### src/rtl/ram_arbiter_if.sv
// Purpose : bundles the fetch port, data port and RAM command/response signals of ram_arbiter.
// Latency : none (wires only).
// Backpressure: none here; requesters hold req/addr/data until their done pulse.
//
// Signals:
//   i_req/i_addr -> i_done/i_rdata          instruction fetch port (read only)
//   d_req/d_write/d_addr/d_wdata -> d_done/d_rdata   load/store port
//   ram_address/ram_read/ram_write/ram_writedata -> RAM, ram_readdata <- RAM
//   busy                                     arbiter not in IDLE
// Modports: slave = arbiter side, master = CPU + RAM environment side.
interface ram_arbiter_if #(
    parameter int ADDR_W = 12
);
    // instruction port
    logic              i_req;
    logic [31:0]       i_addr;
    logic              i_done;
    logic [31:0]       i_rdata;
    // data port
    logic              d_req;
    logic              d_write;
    logic [31:0]       d_addr;
    logic [31:0]       d_wdata;
    logic              d_done;
    logic [31:0]       d_rdata;
    // RAM side
    logic [ADDR_W-1:0] ram_address;
    logic              ram_read;
    logic              ram_write;
    logic [31:0]       ram_writedata;
    logic [31:0]       ram_readdata;
    // status
    logic              busy;

    modport slave (
        input  i_req, i_addr,
        output i_done, i_rdata,
        input  d_req, d_write, d_addr, d_wdata,
        output d_done, d_rdata,
        output ram_address, ram_read, ram_write, ram_writedata,
        input  ram_readdata,
        output busy
    );

    modport master (
        output i_req, i_addr,
        input  i_done, i_rdata,
        output d_req, d_write, d_addr, d_wdata,
        input  d_done, d_rdata,
        input  ram_address, ram_read, ram_write, ram_writedata,
        output ram_readdata,
        input  busy
    );
endinterface

### src/rtl/ram_arbiter.sv
// Purpose : arbitrates instruction-fetch and load/store requests onto one single-port 32-bit RAM.
// Latency : req sampled in IDLE -> RAM command for one cycle -> done pulse the cycle after; one access per 3 cycles.
// Backpressure: no ready signal; a requester simply holds req until its done, the loser waits in IDLE.
//
// Ports:
//   clk    in  : clock, all state on rising edge
//   rst_n  in  : asynchronous active-low reset
//   bus    slave modport of ram_arbiter_if (request ports, done/rdata, RAM command, busy)
// Build option:
//   RAM_ARB_RR_EN defined   -> round-robin on simultaneous requests (data port wins first tie)
//   RAM_ARB_RR_EN undefined -> fixed priority, data port always wins
module ram_arbiter #(
    parameter int ADDR_W = 12
) (
    input  logic          clk,
    input  logic          rst_n,
    ram_arbiter_if.slave  bus
);

    typedef enum logic [1:0] {
        ST_IDLE   = 2'd0,
        ST_ACCESS = 2'd1,
        ST_RESP   = 2'd2
    } state_t;

    state_t            r_state;
    state_t            w_state_nxt;

    logic [ADDR_W-1:0] r_ram_address;
    logic [ADDR_W-1:0] w_ram_address_nxt;
    logic              r_ram_read;
    logic              w_ram_read_nxt;
    logic              r_ram_write;
    logic              w_ram_write_nxt;
    logic [31:0]       r_ram_writedata;
    logic [31:0]       w_ram_writedata_nxt;

    // Owner of the access in flight (1 = data port) and whether it is a store.
    // The store flag is kept separately because ram_write is already cleared
    // by the time RESP decides whether to pass read data through.
    logic              r_win_d;
    logic              w_win_d_nxt;
    logic              r_win_store;
    logic              w_win_store_nxt;

    logic              w_any_req;
    logic              w_grant_d;

    assign w_any_req = bus.i_req | bus.d_req;

    //------------------------------------------------------------------
    // Arbitration
    //------------------------------------------------------------------
`ifdef RAM_ARB_RR_EN
    // Remembers which port was granted last; reset value "instruction"
    // makes the data port win the first tie after reset.
    logic r_last_i;

    always_comb begin
        w_grant_d = bus.d_req & (~bus.i_req | r_last_i);
    end

    always_ff @(posedge clk or negedge rst_n) begin
        if (!rst_n) begin
            r_last_i <= 1'b1;
        end else if (r_state == ST_IDLE && w_any_req) begin
            r_last_i <= ~w_grant_d;
        end
    end
`else
    always_comb begin
        w_grant_d = bus.d_req;
    end
`endif

    //------------------------------------------------------------------
    // FSM next state and registered RAM command
    //------------------------------------------------------------------
    always_comb begin
        w_state_nxt         = r_state;
        w_ram_address_nxt   = r_ram_address;
        w_ram_read_nxt      = r_ram_read;
        w_ram_write_nxt     = r_ram_write;
        w_ram_writedata_nxt = r_ram_writedata;
        w_win_d_nxt         = r_win_d;
        w_win_store_nxt     = r_win_store;

        case (r_state)
            ST_IDLE: begin
                if (w_any_req) begin
                    w_state_nxt = ST_ACCESS;
                    w_win_d_nxt = w_grant_d;
                    if (w_grant_d) begin
                        // byte address -> word address; upper bits wrap
                        w_ram_address_nxt   = bus.d_addr[ADDR_W+1:2];
                        w_ram_read_nxt      = ~bus.d_write;
                        w_ram_write_nxt     = bus.d_write;
                        w_ram_writedata_nxt = bus.d_wdata;
                        w_win_store_nxt     = bus.d_write;
                    end else begin
                        // the fetch port can only ever read
                        w_ram_address_nxt   = bus.i_addr[ADDR_W+1:2];
                        w_ram_read_nxt      = 1'b1;
                        w_ram_write_nxt     = 1'b0;
                        w_ram_writedata_nxt = 32'd0;
                        w_win_store_nxt     = 1'b0;
                    end
                end
            end
            ST_ACCESS: begin
                // RAM acts on the edge that closes this cycle; drop the
                // command on that same edge so it is a single-cycle strobe.
                w_state_nxt     = ST_RESP;
                w_ram_read_nxt  = 1'b0;
                w_ram_write_nxt = 1'b0;
            end
            ST_RESP: begin
                w_state_nxt = ST_IDLE;
            end
            default: begin
                w_state_nxt     = ST_IDLE;
                w_ram_read_nxt  = 1'b0;
                w_ram_write_nxt = 1'b0;
            end
        endcase
    end

    always_ff @(posedge clk or negedge rst_n) begin
        if (!rst_n) begin
            r_state         <= ST_IDLE;
            r_ram_address   <= '0;
            r_ram_read      <= 1'b0;
            r_ram_write     <= 1'b0;
            r_ram_writedata <= 32'd0;
            r_win_d         <= 1'b0;
            r_win_store     <= 1'b0;
        end else begin
            r_state         <= w_state_nxt;
            r_ram_address   <= w_ram_address_nxt;
            r_ram_read      <= w_ram_read_nxt;
            r_ram_write     <= w_ram_write_nxt;
            r_ram_writedata <= w_ram_writedata_nxt;
            r_win_d         <= w_win_d_nxt;
            r_win_store     <= w_win_store_nxt;
        end
    end

    //------------------------------------------------------------------
    // Outputs
    //------------------------------------------------------------------
    logic w_resp;
    assign w_resp = (r_state == ST_RESP);

    assign bus.ram_address   = r_ram_address;
    assign bus.ram_read      = r_ram_read;
    assign bus.ram_write     = r_ram_write;
    assign bus.ram_writedata = r_ram_writedata;
    assign bus.busy          = (r_state != ST_IDLE);

    // done decodes straight from state so an async reset in RESP kills it at once
    assign bus.i_done  = w_resp & ~r_win_d;
    assign bus.d_done  = w_resp &  r_win_d;
    assign bus.i_rdata = (w_resp & ~r_win_d)                ? bus.ram_readdata : 32'd0;
    assign bus.d_rdata = (w_resp &  r_win_d & ~r_win_store) ? bus.ram_readdata : 32'd0;

    // address bits outside the word-address window are deliberately ignored
    logic w_unused;
    assign w_unused = ^{bus.i_addr[31:ADDR_W+2], bus.i_addr[1:0],
                        bus.d_addr[31:ADDR_W+2], bus.d_addr[1:0]};

endmodule

### src/flat_wrapper.sv
// flat-port wrapper written by rule: the top's interface ports become plain ports
module ram_arbiter_flat 
#(
    parameter int ADDR_W = 12
)
  (clk, rst_n, bus_i_req, bus_i_addr, bus_i_done, bus_i_rdata, bus_d_req, bus_d_write, bus_d_addr, bus_d_wdata, bus_d_done, bus_d_rdata, bus_ram_address, bus_ram_read, bus_ram_write, bus_ram_writedata, bus_ram_readdata, bus_busy);
  ram_arbiter_if #(.ADDR_W(ADDR_W)) bus_i ();
  input  logic clk;
  input  logic rst_n;
  input wire logic [$bits(bus_i.i_req)-1:0] bus_i_req;
  input wire logic [$bits(bus_i.i_addr)-1:0] bus_i_addr;
  output wire logic [$bits(bus_i.i_done)-1:0] bus_i_done;
  output wire logic [$bits(bus_i.i_rdata)-1:0] bus_i_rdata;
  input wire logic [$bits(bus_i.d_req)-1:0] bus_d_req;
  input wire logic [$bits(bus_i.d_write)-1:0] bus_d_write;
  input wire logic [$bits(bus_i.d_addr)-1:0] bus_d_addr;
  input wire logic [$bits(bus_i.d_wdata)-1:0] bus_d_wdata;
  output wire logic [$bits(bus_i.d_done)-1:0] bus_d_done;
  output wire logic [$bits(bus_i.d_rdata)-1:0] bus_d_rdata;
  output wire logic [$bits(bus_i.ram_address)-1:0] bus_ram_address;
  output wire logic [$bits(bus_i.ram_read)-1:0] bus_ram_read;
  output wire logic [$bits(bus_i.ram_write)-1:0] bus_ram_write;
  output wire logic [$bits(bus_i.ram_writedata)-1:0] bus_ram_writedata;
  input wire logic [$bits(bus_i.ram_readdata)-1:0] bus_ram_readdata;
  output wire logic [$bits(bus_i.busy)-1:0] bus_busy;
  assign bus_i.i_req = bus_i_req;
  assign bus_i.i_addr = bus_i_addr;
  assign bus_i_done = bus_i.i_done;
  assign bus_i_rdata = bus_i.i_rdata;
  assign bus_i.d_req = bus_d_req;
  assign bus_i.d_write = bus_d_write;
  assign bus_i.d_addr = bus_d_addr;
  assign bus_i.d_wdata = bus_d_wdata;
  assign bus_d_done = bus_i.d_done;
  assign bus_d_rdata = bus_i.d_rdata;
  assign bus_ram_address = bus_i.ram_address;
  assign bus_ram_read = bus_i.ram_read;
  assign bus_ram_write = bus_i.ram_write;
  assign bus_ram_writedata = bus_i.ram_writedata;
  assign bus_i.ram_readdata = bus_ram_readdata;
  assign bus_busy = bus_i.busy;
  ram_arbiter #(.ADDR_W(ADDR_W)) u_core (.clk(clk), .rst_n(rst_n), .bus(bus_i));
endmodule
### config.mk
export PLATFORM = sky130hd
export DESIGN_NAME = ram_arbiter_flat
export DESIGN_NICKNAME = d
export VERILOG_FILES = /design/src/rtl/ram_arbiter_if.sv /design/src/rtl/ram_arbiter.sv /design/src/flat_wrapper.sv
export SDC_FILE = /design/constraint.sdc
export NUM_CORES = 1
export LEC_CHECK = 0
export CORE_AREA = 2 2 108 84
export CTS_CLUSTER_DIAMETER = 200
export DETAILED_ROUTE_END_ITERATION = 8
export DIE_AREA = 0 0 110 86
export GPL_ROUTABILITY_DRIVEN = 0
export PLACE_DENSITY = 0.91
export SKIP_LAST_GASP = 1
export SYNTH_ARGS = -nofsm -noshare
export SYNTH_HDL_FRONTEND = slang
export SYNTH_SLANG_ARGS = --single-unit
### constraint.sdc
create_clock -name clk -period 1.71 [get_ports clk]
set_input_delay 0.2565 -clock clk [delete_from_list [all_inputs] [get_ports clk]]
set_output_delay 0.2565 -clock clk [all_outputs]
set_load 0.05 [all_outputs]
* Yosys cells after proc, flatten, opt, wreduce, memory -nomap -nowiden
Index checks and enable logic that the tools add are counted.
Storage, ports and cells: output and inout port bits 113, flip-flop bits (word level) 50
Cells by class: mux-type cells 12, reductions and logical operators 4, equal/unequal tests 3, bitwise operators 8
Operator list (number):
- $mux 32 | 3
- $mux 12 | 1
- $mux 1 | 4
- $not 1->1 | 4
- $pmux 1 s2 | 2
- $pmux 2 s2 | 1
- $reduce_and 2->1 | 2
- $and 1x1->1 | 3
- $eq 2x1->1 const B | 1
- $eq 2x2->1 const B | 1
- $logic_not 2->1 | 1
- $mux 2 | 1
- $ne 2x1->1 const B | 1
- $reduce_bool 2->1 | 1
- $or 1x1->1 | 1

* Longest topological paths before layout
Gate-level depths: netlist of run 1.
depth in word-level cells 4, mapped depth 6, gate-level depth less buffers 3

* Worst setup path before layout of run 1
OpenSTA, ideal clock, no wires.
kind register to output, from reg u_core.r_state[1], to out bus_i_rdata[17], path buffers 1, slack -436 ps, required time 1454 ps, cell stages (with the launch flop) 4, arrival 1889 ps, cell sequence dfrtp_1 nor3b_1 clkbuf_1 and2_1
On the way: longest elaborated chain between the ends 3
Ends and longest elaborated chain:
- start: declaration | RTL line ram_arbiter.sv:26 | state_t r_state;
- start signal: assignment | RTL line ram_arbiter.sv:138 | r_state <= w_state_nxt;
- $eq 2x2->1 | RTL line ram_arbiter.sv:152 | assign w_resp = (r_state == ST_RESP);
- $and 1x1->1
- net bus_i_done | RTL line flat_wrapper.sv:12 | output wire logic [$bits(bus_i.i_done)-1:0] bus_i_done;
- $mux 32 | RTL line ram_arbiter.sv:163 | assign bus.i_rdata = (w_resp & ~r_win_d) ? bus.ram_readdata : 32'd0;
- end: declaration | RTL line flat_wrapper.sv:13 | output wire logic [$bits(bus_i.i_rdata)-1:0] bus_i_rdata;
The timed path passes the listed nets, and every way through them passes these cells.

* Worst setup path after layout of run 1
from reg u_core.r_state[0], to out bus_d_rdata[20]
On the way: longest elaborated chain between the ends 4
Ends and longest elaborated chain:
- $eq 2x2->1 | RTL line ram_arbiter.sv:152
- $and 1x1->1 (2 in series) | RTL line ram_arbiter.sv:164 | assign bus.d_rdata = (w_resp & r_win_d & ~r_win_store) ? bus.ram_readdata : 32'd0;
- $mux 32 | RTL line ram_arbiter.sv:164
- end: declaration | RTL line flat_wrapper.sv:19 | output wire logic [$bits(bus_i.d_rdata)-1:0] bus_d_rdata;
No other way between the ends.

==> impl_metrics.yaml, run 1 <==
power:
  power-per-cell-area_nw_per_um2: 1680
  ir_drop_v: 0.00117
  p_leak_nw: 2.58
  power.total_w: 0.00949
placement:
  io_buffers: 205
  placed_cells: 526
  post-dp-hpwl_um: 7070
timing:
  tns_ns: -11.12
  rsz0062_at_grt: "true"
  finalSetupViolCount: 65
  timing.fmax_mhz: 522
  layout_min_cycle_time_ns: 1.92
  worst_pin_slew_ns: 0.395
  hold_viol_final: 0
  finalHoldWorstSlack_ns: 0.407
  slew_viol_final: 0
  relSlewSlack: 0.737
  setup_slack_ns: -0.206
  fin_skew_ns: 0.00916
  min_period_over_period: 1.12
worst_setup_path:
  crit_chain: "and3b_2 -> nor2b_4 -> buf_12 -> clkbuf_16 -> and2_4 -> buf_12"
  end_kind: "output pin"
  cpMostUsedCell: "buf_12"
  path_delay_family: "simple AND/OR/NAND/NOR gates"
  arrival_ns: 1.66
  critPathLaunchType: "flop"
  r2r-end: "u_core.bus.ram_writedata[24]"
  crit_slowest_cell: "dfrtp_1"
  r2r_setup_slack_ns: 0.04
  cp.required_ns: 1.45
  crit_buf_inv: 3
  reg2reg_from: "u_core.r_state[0]"
  cpPeakStageDelay_ns: 0.39
  ff2ff_path_depth: 5
  worst-path-max-fanout: 8
  worstSetupPathType: "flop to output pin"
logic_synthesis:
  ys_warn_count: 0
  netlist_area_um2: 2380
  synth_seq_area_share: 0.525
  syn_inst: 219
  yosysTopAreaCell: "dfrtp_1"
  ys_types: 18
  ys_ff_latch: 50
  syn_avg_cell_area_um2: 10.9
  synth.area.top_cells: "dfrtp_1, and2_1, a22o_1"
  syn_nets: 352
  netlist.area_leader.share: 0.525
drt:
  wl_um: 9570
  vias: 2609
  drt_first_pass_iters: 4
  postRouteAntennaNets: 0
  wl_per_cell_um: 17.4
  drcViolationCount: 0
  drtIter0Drc: 81
  via_per_inst: 4.75
clocking:
  cts-buffers-inserted: 5
  clock_sinks: 50
  clk_latency_ns: 0.30
  cts_root_buf: "clkbuf_8"
  path_clk_slew_ns: 0.10
  clockBufferDepth: 2
  tritoncts: "done"
  cts.htree.levels: 2
die:
  core_area_um2: 8310
  die_w_um: 110
  num_rows: 29
  num_io_pins: 246
  die_h_um: 86
  design.die.area_um2: 9460
  initial_utilization: 0.287
global_routing:
  grt_usage: 0.194
  grt_pass1_wl_um: 14200
  gr-total-overflow: 0
  grt_max_degree: 38
  antenna_found_initial: 0
  grt_pass1_vias: 2698
cells_and_area:
  nFillCells: 596
  regArea_um2: 1250
  area_growth_pct: 137
  drive_gt1_frac: 0.492
  final_common_cell: "clkdlybuf4s50_1"
  multi_input_area_um2: 1190
  antenna_cells: 0
  fin_cells: 549
  final_nets: 573
  layout_common_cells: "clkdlybuf4s50_1, buf_12, buf_4"
status:
  status: "complete, but fails checks"
  violations: "negative setup slack"
worst_hold_path:
  hp-class: "input pin to async pin"
flow_run:
  drv_cap: 0
## routing by layer
metal / up-vias / routed length (um) / GRT usage
met4: 0 / 41 / 0.0334
met1: 1264 / 3490 / 0.213
li1: 1195 / - / -
met2: 142 / 5210 / 0.377
met5: - / 0 / 0
met3: 8 / 828 / 0.0486
## synthesized netlist by cell type, drive strengths merged
cell	n
and2	64
dfrtp	50
a22o	33
o21ai	25
mux2i	12
clkbuf	11
buf	8
nor2	4
inv	3
or2	2
a21o	1
a21oi	1
and3b	1
nand3b	1
nor2b	1
nor3b	1
o211a	1
## kinds of logic after synthesis
logic type      share of synthesized area
buf+inv                            0.0493
flops                               0.525
simple gates                        0.192
compound gates                      0.183
mux                                0.0504
## per-stage QoR
stage                      util  setup slack [ns]  area (um^2)
after floorplan               -           0.00532         2490
after global placement    0.634           0.00890         5270
after detailed placement  0.634           -0.0281         5270
after CTS                 0.677            -0.203         5620
after global routing      0.680            -0.278         5650
final                     0.680            -0.206         5650
## worst reg2reg max path: stages, from the launching register on
cell     delay (ns)
dfrtp_1        0.39
buf_4          0.16
or2_1          0.26
or2_1          0.31
buf_12         0.19
a22o_1         0.27
## sequential cells by signal (all words and copies together), names as in the netlist
register,count
u_core.bus.ram_writedata,32
u_core.r_state,2
u_core.r_win_d,1
u_core.bus.ram_write,1
u_core.bus.ram_address,12
u_core.bus.ram_read,1
u_core.r_win_store,1
## layout make-up
class / instances / area share
timing repair buffer: 233 / 0.520
sequential: 50 / 0.221
multi-input combinational: 147 / 0.211
tap: 108 / 0.0239
clock buffer: 6 / 0.0146
clock inverter: 2 / 0.00686
inverter: 3 / 0.00199
## report_power, final
group          internal (W)  leakage, nW  switching (W)  total [W]
registers           0.00170        0.631       0.000307    0.00201
logic               0.00273         1.89        0.00385    0.00659
clock network      0.000482       0.0618       0.000416   0.000898
## worst max-delay path by stage
stage	from	end	slack (ns)	depth (start not counted)
final	u_core.r_state[0]	bus_d_rdata[20]	-0.21	6
after global routing	u_core.r_state[0]	bus_d_rdata[20]	-0.28	6
after CTS	u_core.r_state[0]	bus_i_rdata[2]	-0.20	6
after detailed placement	bus_d_req	u_core.bus.ram_writedata[24]	-0.03	5
after global placement	bus_d_req	u_core.bus.ram_writedata[20]	0.009	5
after floorplan	u_core.r_state[0]	bus_d_rdata[0]	0.005	3
## timing repair
| action | 4_1_cts | 5_1_grt |
|---|---|---|
| gates resized for setup | 36 | 4 |
| setup buffers | 7 | 5 |
| pin swaps | 12 | 10 |
| hold endpoints to repair | 15 | 0 |
| cloned | 3 | 1 |
| hold buffers | 1 | 0 |
| setup endpoints to repair | 64 | 66 |
(Power assumes the default switching activity.)
==> run 2: changes to the inputs <==
--- a/config.mk
+++ b/config.mk
@@ -11,7 +11,6 @@
 export DIE_AREA = 0 0 110 86
 export GPL_ROUTABILITY_DRIVEN = 0
 export PLACE_DENSITY = 0.91
-export SKIP_LAST_GASP = 1
 export SYNTH_ARGS = -nofsm -noshare
 export SYNTH_HDL_FRONTEND = slang
 export SYNTH_SLANG_ARGS = --single-unit
==> impl_metrics.yaml, run 2 (synthesis gave the netlist of run 1 again) <==
status:
  status: "complete, but fails checks"
  violations: "negative setup slack"
cells_and_area:
  regArea_um2: 1250
  largest_reg_flops: 32
  antenna_cells: 0
  utilization: 0.681
  nFillCells: 599
  area_growth_pct: 137
  fin_area_um2: 5660
  layout_common_cells: "clkdlybuf4s50_1, buf_12, and2_4"
  final_nets: 573
  final_common_cell: "clkdlybuf4s50_1"
  multi_input_area_um2: 1200
  drive_gt1_frac: 0.494
timing:
  layout_min_cycle_time_ns: 1.91
  min_period_over_period: 1.12
  setup_slack_ns: -0.204
  hold_viol_final: 0
  slew_viol_final: 0
  finalSetupViolCount: 65
  timing.fmax_mhz: 522
  rsz0062_at_grt: "true"
  worst_pin_slew_ns: 0.395
  fin_skew_ns: 0.00913
  relSlewSlack: 0.737
  finalHoldWorstSlack_ns: 0.407
die:
  design.die.area_um2: 9460
  num_io_pins: 246
  initial_utilization: 0.287
  num_rows: 29
  die_w_um: 110
  core_area_um2: 8310
  die_h_um: 86
placement:
  post-dp-hpwl_um: 7070
  dpl_cell_area_um2: 5270
  io_buffers: 205
worst_setup_path:
  worst-path-max-fanout: 8
  worstSetupPathType: "flop to output pin"
  cpPeakStageDelay_ns: 0.39
  arrival_ns: 1.66
  path_delay_family: "simple AND/OR/NAND/NOR gates"
  crit_chain: "and3b_2 -> nor2b_4 -> buf_12 -> clkbuf_16 -> and2_4 -> buf_12"
  critPathLaunchType: "flop"
  crit_buf_inv: 3
  crit_slowest_cell: "dfrtp_1"
  cpMostUsedCell: "buf_12"
  end_kind: "output pin"
  cp.required_ns: 1.45
  r2r_setup_slack_ns: 0.07
power:
  power-per-cell-area_nw_per_um2: 1680
  ir_drop_v: 0.00117
  p_leak_nw: 2.58
  power.total_w: 0.00950
drt:
  vias: 2607
  via_per_inst: 4.75
  drcViolationCount: 0
  drt_first_pass_iters: 4
  postRouteAntennaNets: 0
  wl_um: 9530
  drtIter0Drc: 90
  wl_per_cell_um: 17.4
clocking:
  path_clk_slew_ns: 0.10
  clockBufferDepth: 2
  clk_latency_ns: 0.30
  cts-buffers-inserted: 5
  clock_sinks: 50
  cts.htree.levels: 2
  cts_root_buf: "clkbuf_8"
  tritoncts: "done"
worst_hold_path:
  hp-class: "input pin to async pin"
global_routing:
  antenna_found_initial: 0
  grt_max_degree: 38
  grt_pass1_vias: 2700
  gr-total-overflow: 0
  grt_pass1_wl_um: 14200
  grt_usage: 0.194
flow_run:
  drv_cap: 0
run 2: cell types whose count changed in the layout (fill, tap and decap cells not counted):
cell | before | now
and2_2 | 2 | 0
and2_4 | 62 | 64
or2_1 | 2 | 1
or2_4 | 0 | 1
run 2: final timing paths:
path                                                    from                            to  cells after the start
worst max-delay path                       u_core.r_state[0]               bus_d_rdata[16]                      6
max in group asynchronous                              rst_n           u_core.bus.ram_read                      3
worst max register to register             u_core.r_state[0]  u_core.bus.ram_writedata[24]                      5
worst min register to register  u_core.bus.ram_writedata[14]  u_core.bus.ram_writedata[14]                      1
worst min-delay path                                   rst_n   u_core.bus.ram_writedata[7]                      2
min in group clk                u_core.bus.ram_writedata[14]  u_core.bus.ram_writedata[14]                      1
run 2: final cells by class:
| type | count | area share |
|---|---|---|
| multi-input cells | 147 | 0.212 |
| repair buffers | 233 | 0.519 |
| well taps | 108 | 0.0239 |
| flip-flops and latches | 50 | 0.221 |
| clock buffers | 6 | 0.0146 |
| clock inverters | 2 | 0.00686 |
| inverters | 3 | 0.00199 |
run 2: routing by layer:
metal | wire (um) | global-route usage | up-vias
met1 | 3430 | 0.213 | 1268
met3 | 826 | 0.0486 | 6
met5 | 0 | 0 | -
met2 | 5240 | 0.377 | 138
met4 | 37 | 0.0334 | 0
li1 | - | - | 1195
run 2: metrics by stage:
step                      TNS, ns  setup WS, ns  instances
after CTS                  -12.11        -0.202        545
after floorplan                 0       0.00532        219
after global routing       -15.52        -0.276        549
after global placement          0       0.00890        526
after detailed placement   -0.182       -0.0281        526
final                      -10.99        -0.204        549
run 2: report_power, final:
group	total, W	leakage [nW]	switching, W	internal [W]
clock network	0.000897	0.0618	0.000415	0.000482
registers	0.00200	0.631	0.000305	0.00170
logic	0.00660	1.89	0.00386	0.00275
total	0.00950	2.58	0.00458	0.00493
run 2: what timing repair did:
item / in CTS / in global routing
setup endpoints to repair: 64 / 66
hold endpoints to repair: 15 / 0
hold buffers: 1 / 0
gates resized for setup: 36 / 7
pin swaps: 19 / 17
gates cloned: 3 / 1
setup buffers: 7 / 5
run 2: worst reg2reg max path: cells and delay by family, from the launching register on:
kind / cells / cell delay [ns]
AOI/OAI and AO/OA: 1 / 0.27
buffers and inverters: 2 / 0.33
DFF: 1 / 0.39
and+or+nand+nor: 2 / 0.55
